### src/rtl/router_pkg.sv
// Shared router constants and the output-arbiter state type.
// Any logic that decodes the winner address imports these same values.
package router_pkg;

  localparam int NUM_PORTS = 16;
  localparam int ADDR_W    = $clog2(NUM_PORTS);

  typedef enum logic [1:0] {
    IDLE    = 2'd0,
    GRANT   = 2'd1,
    HOLD    = 2'd2,
    RELEASE = 2'd3
  } arb_state_t;

endpackage

### src/rtl/rr_pick.sv
// Rotate-and-priority-encode: the first set request found scanning upward from
// i_ptr (wrapping modulo NUM_PORTS) is the winner.
module rr_pick #(
  parameter int NUM_PORTS = router_pkg::NUM_PORTS,
  parameter int ADDR_W    = router_pkg::ADDR_W
) (
  input  logic [NUM_PORTS-1:0] i_req,
  input  logic [ADDR_W-1:0]    i_ptr,
  output logic [ADDR_W-1:0]    o_winner,
  output logic                 o_found
);

  logic [ADDR_W-1:0] w_idx;
  logic              w_hit;

  // Scan in round-robin order; once a hit is latched later candidates are ignored.
  always_comb begin
    o_winner = '0;
    o_found  = 1'b0;
    w_idx    = '0;
    w_hit    = 1'b0;
    for (int k = 0; k < NUM_PORTS; k++) begin
      w_idx    = ADDR_W'((int'(i_ptr) + k) % NUM_PORTS);
      w_hit    = !o_found && i_req[w_idx];
      o_winner = w_hit ? w_idx : o_winner;
      o_found  = o_found | w_hit;
    end
  end

endmodule

### src/rtl/output_arbiter.sv
// Round-robin output-port arbiter: grants one requesting input at a time and
// holds the grant until the forwarded frame (frameo_n) completes.
module output_arbiter #(
  parameter int NUM_PORTS = router_pkg::NUM_PORTS,
  parameter int ADDR_W    = router_pkg::ADDR_W
) (
  input  logic                 clock,
  input  logic                 reset_n,
  input  logic [NUM_PORTS-1:0] req,
  input  logic                 frameo_n,
  output logic [NUM_PORTS-1:0] grant,
  output logic [ADDR_W-1:0]    Address,
  output logic                 active
);

  import router_pkg::*;

  arb_state_t           r_state;
  logic [NUM_PORTS-1:0] r_grant;
  logic [ADDR_W-1:0]    r_addr;
  logic [ADDR_W-1:0]    r_ptr;
  logic                 r_active;
  logic [ADDR_W-1:0]    w_winner;
  logic                 w_found;
  logic [ADDR_W-1:0]    w_next_ptr;

  rr_pick #(
    .NUM_PORTS (NUM_PORTS),
    .ADDR_W    (ADDR_W)
  ) u_pick (
    .i_req    (req),
    .i_ptr    (r_ptr),
    .o_winner (w_winner),
    .o_found  (w_found)
  );

  assign w_next_ptr = (r_addr == ADDR_W'(NUM_PORTS - 1)) ? '0 : (r_addr + ADDR_W'(1'b1));

  // Arbitration FSM; every output is a flop updated in the same transition that changes state.
  always_ff @(posedge clock or negedge reset_n) begin
    if (!reset_n) begin
      r_state  <= IDLE;
      r_grant  <= '0;
      r_addr   <= '0;
      r_ptr    <= '0;
      r_active <= 1'b0;
    end else begin
      case (r_state)
        IDLE: begin
          if (w_found) begin
            r_state  <= GRANT;
            r_grant  <= NUM_PORTS'(1'b1) << w_winner;
            r_addr   <= w_winner;
            r_active <= 1'b1;
          end
        end
        GRANT: begin
          if (!frameo_n) begin
            r_state <= HOLD;
          end else if (!req[r_addr]) begin
            // Requester withdrew before its frame started: abort and still rotate.
            r_state  <= RELEASE;
            r_grant  <= '0;
            r_active <= 1'b0;
            r_ptr    <= w_next_ptr;
          end
        end
        HOLD: begin
          if (frameo_n) begin
            r_state  <= RELEASE;
            r_grant  <= '0;
            r_active <= 1'b0;
            r_ptr    <= w_next_ptr;
          end
        end
        RELEASE: begin
          r_state <= IDLE;
        end
        default: begin
          r_state  <= IDLE;
          r_grant  <= '0;
          r_active <= 1'b0;
        end
      endcase
    end
  end

  assign grant   = r_grant;
  assign Address = r_addr;
  assign active  = r_active;

endmodule
### config.mk
export PLATFORM = sky130hd
export DESIGN_NAME = output_arbiter
export DESIGN_NICKNAME = d
export VERILOG_FILES = /design/src/rtl/router_pkg.sv /design/src/rtl/rr_pick.sv /design/src/rtl/output_arbiter.sv
export SDC_FILE = /design/constraint.sdc
export NUM_CORES = 1
export LEC_CHECK = 0
export BUFFER_PORTS_ARGS = -buffer_cell sky130_fd_sc_hd__buf_2
export CAP_MARGIN = 20
export CELL_PAD_IN_SITES_DETAIL_PLACEMENT = 0
export CELL_PAD_IN_SITES_GLOBAL_PLACEMENT = 1
export CORE_UTILIZATION = 51
export DETAILED_ROUTE_END_ITERATION = 10
export GPL_ROUTABILITY_DRIVEN = 0
export PLACE_DENSITY = 0.95
export SLEW_MARGIN = 20
export SYNTH_ARGS = -nofsm -noshare
export SYNTH_HDL_FRONTEND = slang
export SYNTH_SLANG_ARGS = --single-unit
export TNS_END_PERCENT = 5
### constraint.sdc
create_clock -name clock -period 12.9 [get_ports clock]
set_input_delay 1.29 -clock clock [delete_from_list [all_inputs] [get_ports clock]]
set_output_delay 1.29 -clock clock [all_outputs]
set_load 0.01 [all_outputs]
==> impl_metrics.yaml, run 1 <==
status:
  status: "completed"
yosys:
  ys.flop_type: "dfrtp_1"
  synth_area_um2: 3910
  ys_seq_elements: 27
  synthesis.nets: 435
  ys_warn_count: 0
  yosysUniqueCellTypes: 68
  synth_cells: 404
  synthTopCellsByArea: "mux4_2, dfrtp_1, mux2i_1"
  yosysSeqAreaShare_pct: 17.3
  synth_edf_count: 0
  yosysTopAreaCellShare_pct: 22.5
  synthArstFlopShare_pct: 100
  yosys.area.top_type: "mux4_2"
  syn_avg_cell_area_um2: 9.67
final_layout:
  areaGrowthSynthToFinish_pct: 6.82
  final_cell_mix: "nand2_1, mux4_2, buf_2, dfrtp_1, o21ai_0"
  nFillCells: 640
  antenna_cells: 0
  regArea_um2: 676
  final_common_cell: "nand2_1"
  multi_input_area_um2: 3040
  finish.utilization_pct: 56.9
  nets: 461
  drive_gt1_share_pct: 27.3
floorplan:
  initial_core_util_pct: 53.3
  fp.dieW_um: 89.5
  die_y_um: 89.5
  dieArea_um2: 8020
  ioPinCount: 40
  rows: 31
  core_area_um2: 7330
clocking:
  post_cts_buffers: 0
  insertion_delay_ns: 0.28
  cts.clk_slew.worst_paths_ns: 0.09
  cts_buffer_depth: 2
  cts_tree: "done"
  cts.hold.buffers_added: 0
  cts.sinks: 27
  cts_buffers: 3
  cts_resized: 0
  cts_max_level: 1
  clockRootBuffer: "clkbuf_8"
critical_path:
  cp_data_arrival_time_ns: 5.67
  endpoint_kind: "register"
  worstSetupPathType: "register to register"
  start_kind: "register"
  required_ns: 13.04
  critPathMaxFanout: 28
grt:
  grt_max_degree: 31
  antenna_found_initial: 0
  grt_pass1_wl_mm: 19.1
  grt_pass1_vias: 3690
  use_met1_pct: 43.2
  overflow: 0
  gr-max-usage-layer: "met2"
  grtUsageMet2_pct: 50.0
  gr-usage-all-layers_pct: 31.8
  use_met3_pct: 3.97
place:
  io_buffers: 39
  place_ws_ns: 7.50
  dp_hpwl_mm: 8.81
route:
  wl_mm: 12.1
  drc: 0
  antenna_left: 0
  drt_iter0_drc: 551
  firstDrtPassIters: 5
  vias: 3866
  vias_per_cell: 7.32
  wl_per_cell_um: 22.9
sta:
  relSlewSlack_pct: 32.2
  rsz0062_at_grt: "false"
  finalCritPeriodShare_pct: 42.8
  fin_ws_ns: 7.37
  fmax_mhz: 181
  final.setup.tns_ns: 0
  finalHoldViolCount: 0
  setup_viol: 0
  worstMarginPinSlew_ns: 1.02
  hold_ws_ns: 0.503
  slew_viol_final: 0
  skew_ns: 0.00233
  period_minus_slack_ns: 5.53
run:
  cap_violations: 0
hold_path:
  min_path_type: "register to register"
==> synth_stat cells, types with 9 or more instances <==
master	instances
nand2_1	44
mux4_2	39
dfrtp_1	27
o21ai_0	23
mux2i_1	22
nor2_1	17
a21oi_1	15
inv_1	15
mux2_2	15
o31ai_1	14
ha_1	12
a31oi_1	11
xnor2_1	9
==> final timing paths <==
| kind | start | endpoint | slack (ns) | cells past startpoint |
|---|---|---|---|---|
| max in group asynchronous | reset_n | r_ptr[2] | 11.53 | 1 |
| min in group asynchronous | reset_n | r_state[0] | 0.99 | 1 |
| setup / recovery | r_ptr[0] | grant[15] | 7.37 | 12 |
| hold / removal | active | active | 0.50 | 2 |
| hold reg to reg | active | active | 0.50 | 2 |
| setup reg to reg | r_ptr[0] | grant[15] | 7.37 | 12 |
==> logic make-up after synthesis <==
kind of cell	synth area share (%)
XOR/XNOR	2.91
buffers and inverters	5.00
multiplexers	35.1
adder cells (fa/ha/maj)	3.84
AO/OA/AOI/OAI	20.7
flip-flops	17.3
AND/OR/NAND/NOR	15.2
==> per-layer routing <==
| layer | vias to the layer above | share of wire [%] |
|---|---|---|
| met5 | - | 0 |
| met4 | 0 | 4.7 |
| met3 | 50 | 11 |
| met2 | 319 | 45 |
| met1 | 1841 | 39 |
| li1 | 1656 | - |
==> through the flow <==
stage	std cells	instance area [um2]
floorplan	404	3910
global placement	524	4130
CTS	528	4170
detailed placement	524	4130
global route	528	4170
finish	528	4170
==> area by class of cell <==
type	count	share of cell area [%]
clock inverter	1	0.180
sequential	27	16.2
multi-input combinational	338	72.8
tap	99	2.97
timing repair buffer	43	5.40
clock buffer	3	0.989
inverter	17	1.53
==> worst max-delay path: stages, from the launching register on <==
cell,delay (ns)
dfrtp_1,0.35
buf_4,0.37
inv_2,0.21
ha_1,1.01
mux4_2,0.68
mux2_2,0.34
mux2_4,0.33
or2_1,0.27
or3b_1,0.44
nor2_4,0.19
a41o_1,0.62
a311o_1,0.42
o31ai_1,0.13
==> sequential cells by signal, indices dropped and copies added, names as in the netlist <==
name / cells
Address: 4
r_ptr: 4
grant: 16
r_state: 2
active: 1
Power of run 1 is left out: the tool's default activity adds up to more than one toggle a clock period on the data nets, which glitch-free logic cannot reach.
==> run 2, diff against run 1 <==
Settings changed: ABC_AREA from default to 1, CORE_UTILIZATION 51 to 42, PLACE_DENSITY 0.95 to 0.91.
Clock period 12.9 ns to 5.25 ns, I/O delays scaled along.
==> run 2 against run 1 <==
- synthesized cell count up 40%
- register-to-register slack got worse by 6.3 ns
- highest routed layer unchanged
- via count shrank 0.21%
- routed wire length down 13%
- non-clock buffer count stayed put
- critical path depth is 11 higher
- sequential share of layout area increased by 1.8 points
- global-route usage down 6.3 points
- maximum frequency is 31% higher
- die area rose by 7.3%
- cell count rose by 33%
==> impl_metrics.yaml, run 2 <==
yosys:
  yosys-top-cells-count: "nand2_1, nand3_1, nor2_1"
  syn_avg_cell_area_um2: 6.10
  yosysSeqAreaShare_pct: 19.5
  ys.flop_type: "dfrtp_1"
  yosysMostFrequentCell: "nand2_1"
  yosysTopAreaCellShare_pct: 19.5
  yosys.area.top_type: "dfrtp_1"
  synth_cells: 567
  synthArstFlopShare_pct: 100
  ys_seq_elements: 27
  synth_area_um2: 3460
  yosysUniqueCellTypes: 41
  synthesis.nets: 598
  synthTopCellsByArea: "dfrtp_1, nand2_1, nand3_1"
  ys_warn_count: 0
  synth_edf_count: 0
final_layout:
  final_cell_mix: "nand2_1, nand3_1, nor2_1, inv_1, buf_2"
  areaGrowthSynthToFinish_pct: 8.75
  nFillCells: 849
  final_common_cell: "nand2_1"
  nets: 632
  final_cell_area_um2: 3760
  antenna_cells: 0
  drive_gt1_share_pct: 18.7
  largest_reg_flops: 16
route:
  vias: 3858
  antenna_left: 0
  wl_per_cell_um: 15.0
  drt_iter0_drc: 318
  firstDrtPassIters: 5
  drc: 0
  vias_per_cell: 5.50
  wl_mm: 10.5
grt:
  antenna_found_initial: 0
  grt_pass1_wl_mm: 17.5
  gr-usage-all-layers_pct: 25.5
  overflow: 0
  grt_pass1_vias: 3601
  grt_max_degree: 28
clocking:
  cts_buffer_depth: 2
  insertion_delay_ns: 0.28
  post_cts_buffers: 0
  cts.hold.buffers_added: 0
  cts_resized: 0
  cts_max_level: 1
  cts.clk_slew.worst_paths_ns: 0.10
  cts_tree: "done"
  cts_buffers: 3
  cts.sinks: 27
  clockRootBuffer: "clkbuf_8"
floorplan:
  fp.dieW_um: 92.8
  die_y_um: 92.8
  ioPinCount: 40
  dieArea_um2: 8600
  rows: 32
  initial_core_util_pct: 44.1
  core_area_um2: 7850
critical_path:
  crit_path_top_delay_cell: "ha_1"
  cp_cell_sequence: "inv_2, ha_1, inv_1, nand3_1, nand3_1, nand2_1, nand2_1, nand2_2, nor2_8, nand4_4, nor2_8, nand4_4, nor2_4, nand4_4, nor2_4, nor2_1, nand2_1, nand2_1, nand2_1, nand3_2, nor2_1, nand2_1, nand2_1"
  required_ns: 5.48
  rr_startpoint: "r_ptr[0]"
  max_stage_delay_ns: 0.53
  cp_top_family: "simple AND/OR/NAND/NOR gates"
  critPathMaxFanout: 21
  worstSetupPathType: "register to register"
  r2r-end: "grant[1]"
  cpMostUsedCell: "nand2_1"
  cp_data_arrival_time_ns: 4.44
  r2r_cells: 23
  start_kind: "register"
  rrSetupSlack_ns: 1.03
  endpoint_kind: "register"
  path_buf_inv: 2
place:
  dp_hpwl_mm: 8.41
  placed_area_um2: 3710
  io_buffers: 39
sta:
  period_minus_slack_ns: 4.22
  relSlewSlack_pct: 57.3
  setup_viol: 0
  skew_ns: 0.00527
  finalCritPeriodShare_pct: 80.3
  rsz0062_at_grt: "false"
  slew_viol_final: 0
  worstMarginPinSlew_ns: 0.635
  fmax_mhz: 237
  finalHoldViolCount: 0
  final.setup.tns_ns: 0
status:
  status: "completed"
hold_path:
  min_path_type: "input port to asynchronous set/reset pin"
run:
  cap_violations: 0
-- run 2: final cells by class --
class	count	area (um2)	share of cell area, %
multi-input cells	466	2460	65.3
flip-flops and latches	27	676	18.0
inverters	60	228	6.05
repair buffers	43	225	5.99
well taps	102	128	3.39
clock buffers	3	41.3	1.10
clock inverters	1	7.51	0.200
-- run 2: logic make-up (layout without fill, tap and decap cells) --
family / Yosys count / after routing / share of synthesized area, %
compound gates: 47 / 47 / 8.07
xor+xnor: 7 / 7 / 1.99
fa+ha+maj: 12 / 12 / 4.34
buf+inv: 74 / 107 / 9.44
flops: 27 / 27 / 19.5
simple gates: 400 / 400 / 56.6
-- run 2: routing by layer --
layer	vias to the layer above	global-route usage, %	part of all wire (%)
li1	1917	-	-
met1	1746	36.5	46
met2	169	40.1	45
met3	26	1.81	6.2
met4	0	9.23	2.6
met5	-	0	0
-- run 2: worst max-delay path by stage --
stage	to	start	cells past startpoint	slack, ns
4_1_cts	grant[1]	r_ptr[0]	23	1.09
5_1_grt	grant[13]	r_ptr[0]	23	0.71
3_5_place_dp	grant[8]	r_ptr[0]	24	1.12
6_report	grant[1]	r_ptr[0]	23	1.03
3_3_place_gp	grant[5]	r_ptr[0]	23	1.13
2_1_floorplan	grant[10]	r_ptr[1]	26	1.93
-- run 2: through the flow --
| stage | setup WS [ns] | util [%] | hold slack, ns | std cells |
|---|---|---|---|---|
| after global routing | 0.714 | 47.9 | 0.289 | 702 |
| after floorplan | 1.93 | - | 0.229 | 567 |
| after CTS | 1.09 | 47.9 | 0.254 | 702 |
| after detailed placement | 1.12 | 47.3 | 0.464 | 698 |
| final | 1.03 | 47.9 | 0.239 | 702 |
| after global placement | 1.13 | 47.3 | 0.454 | 698 |
Power of run 2 is left out for the same reason.
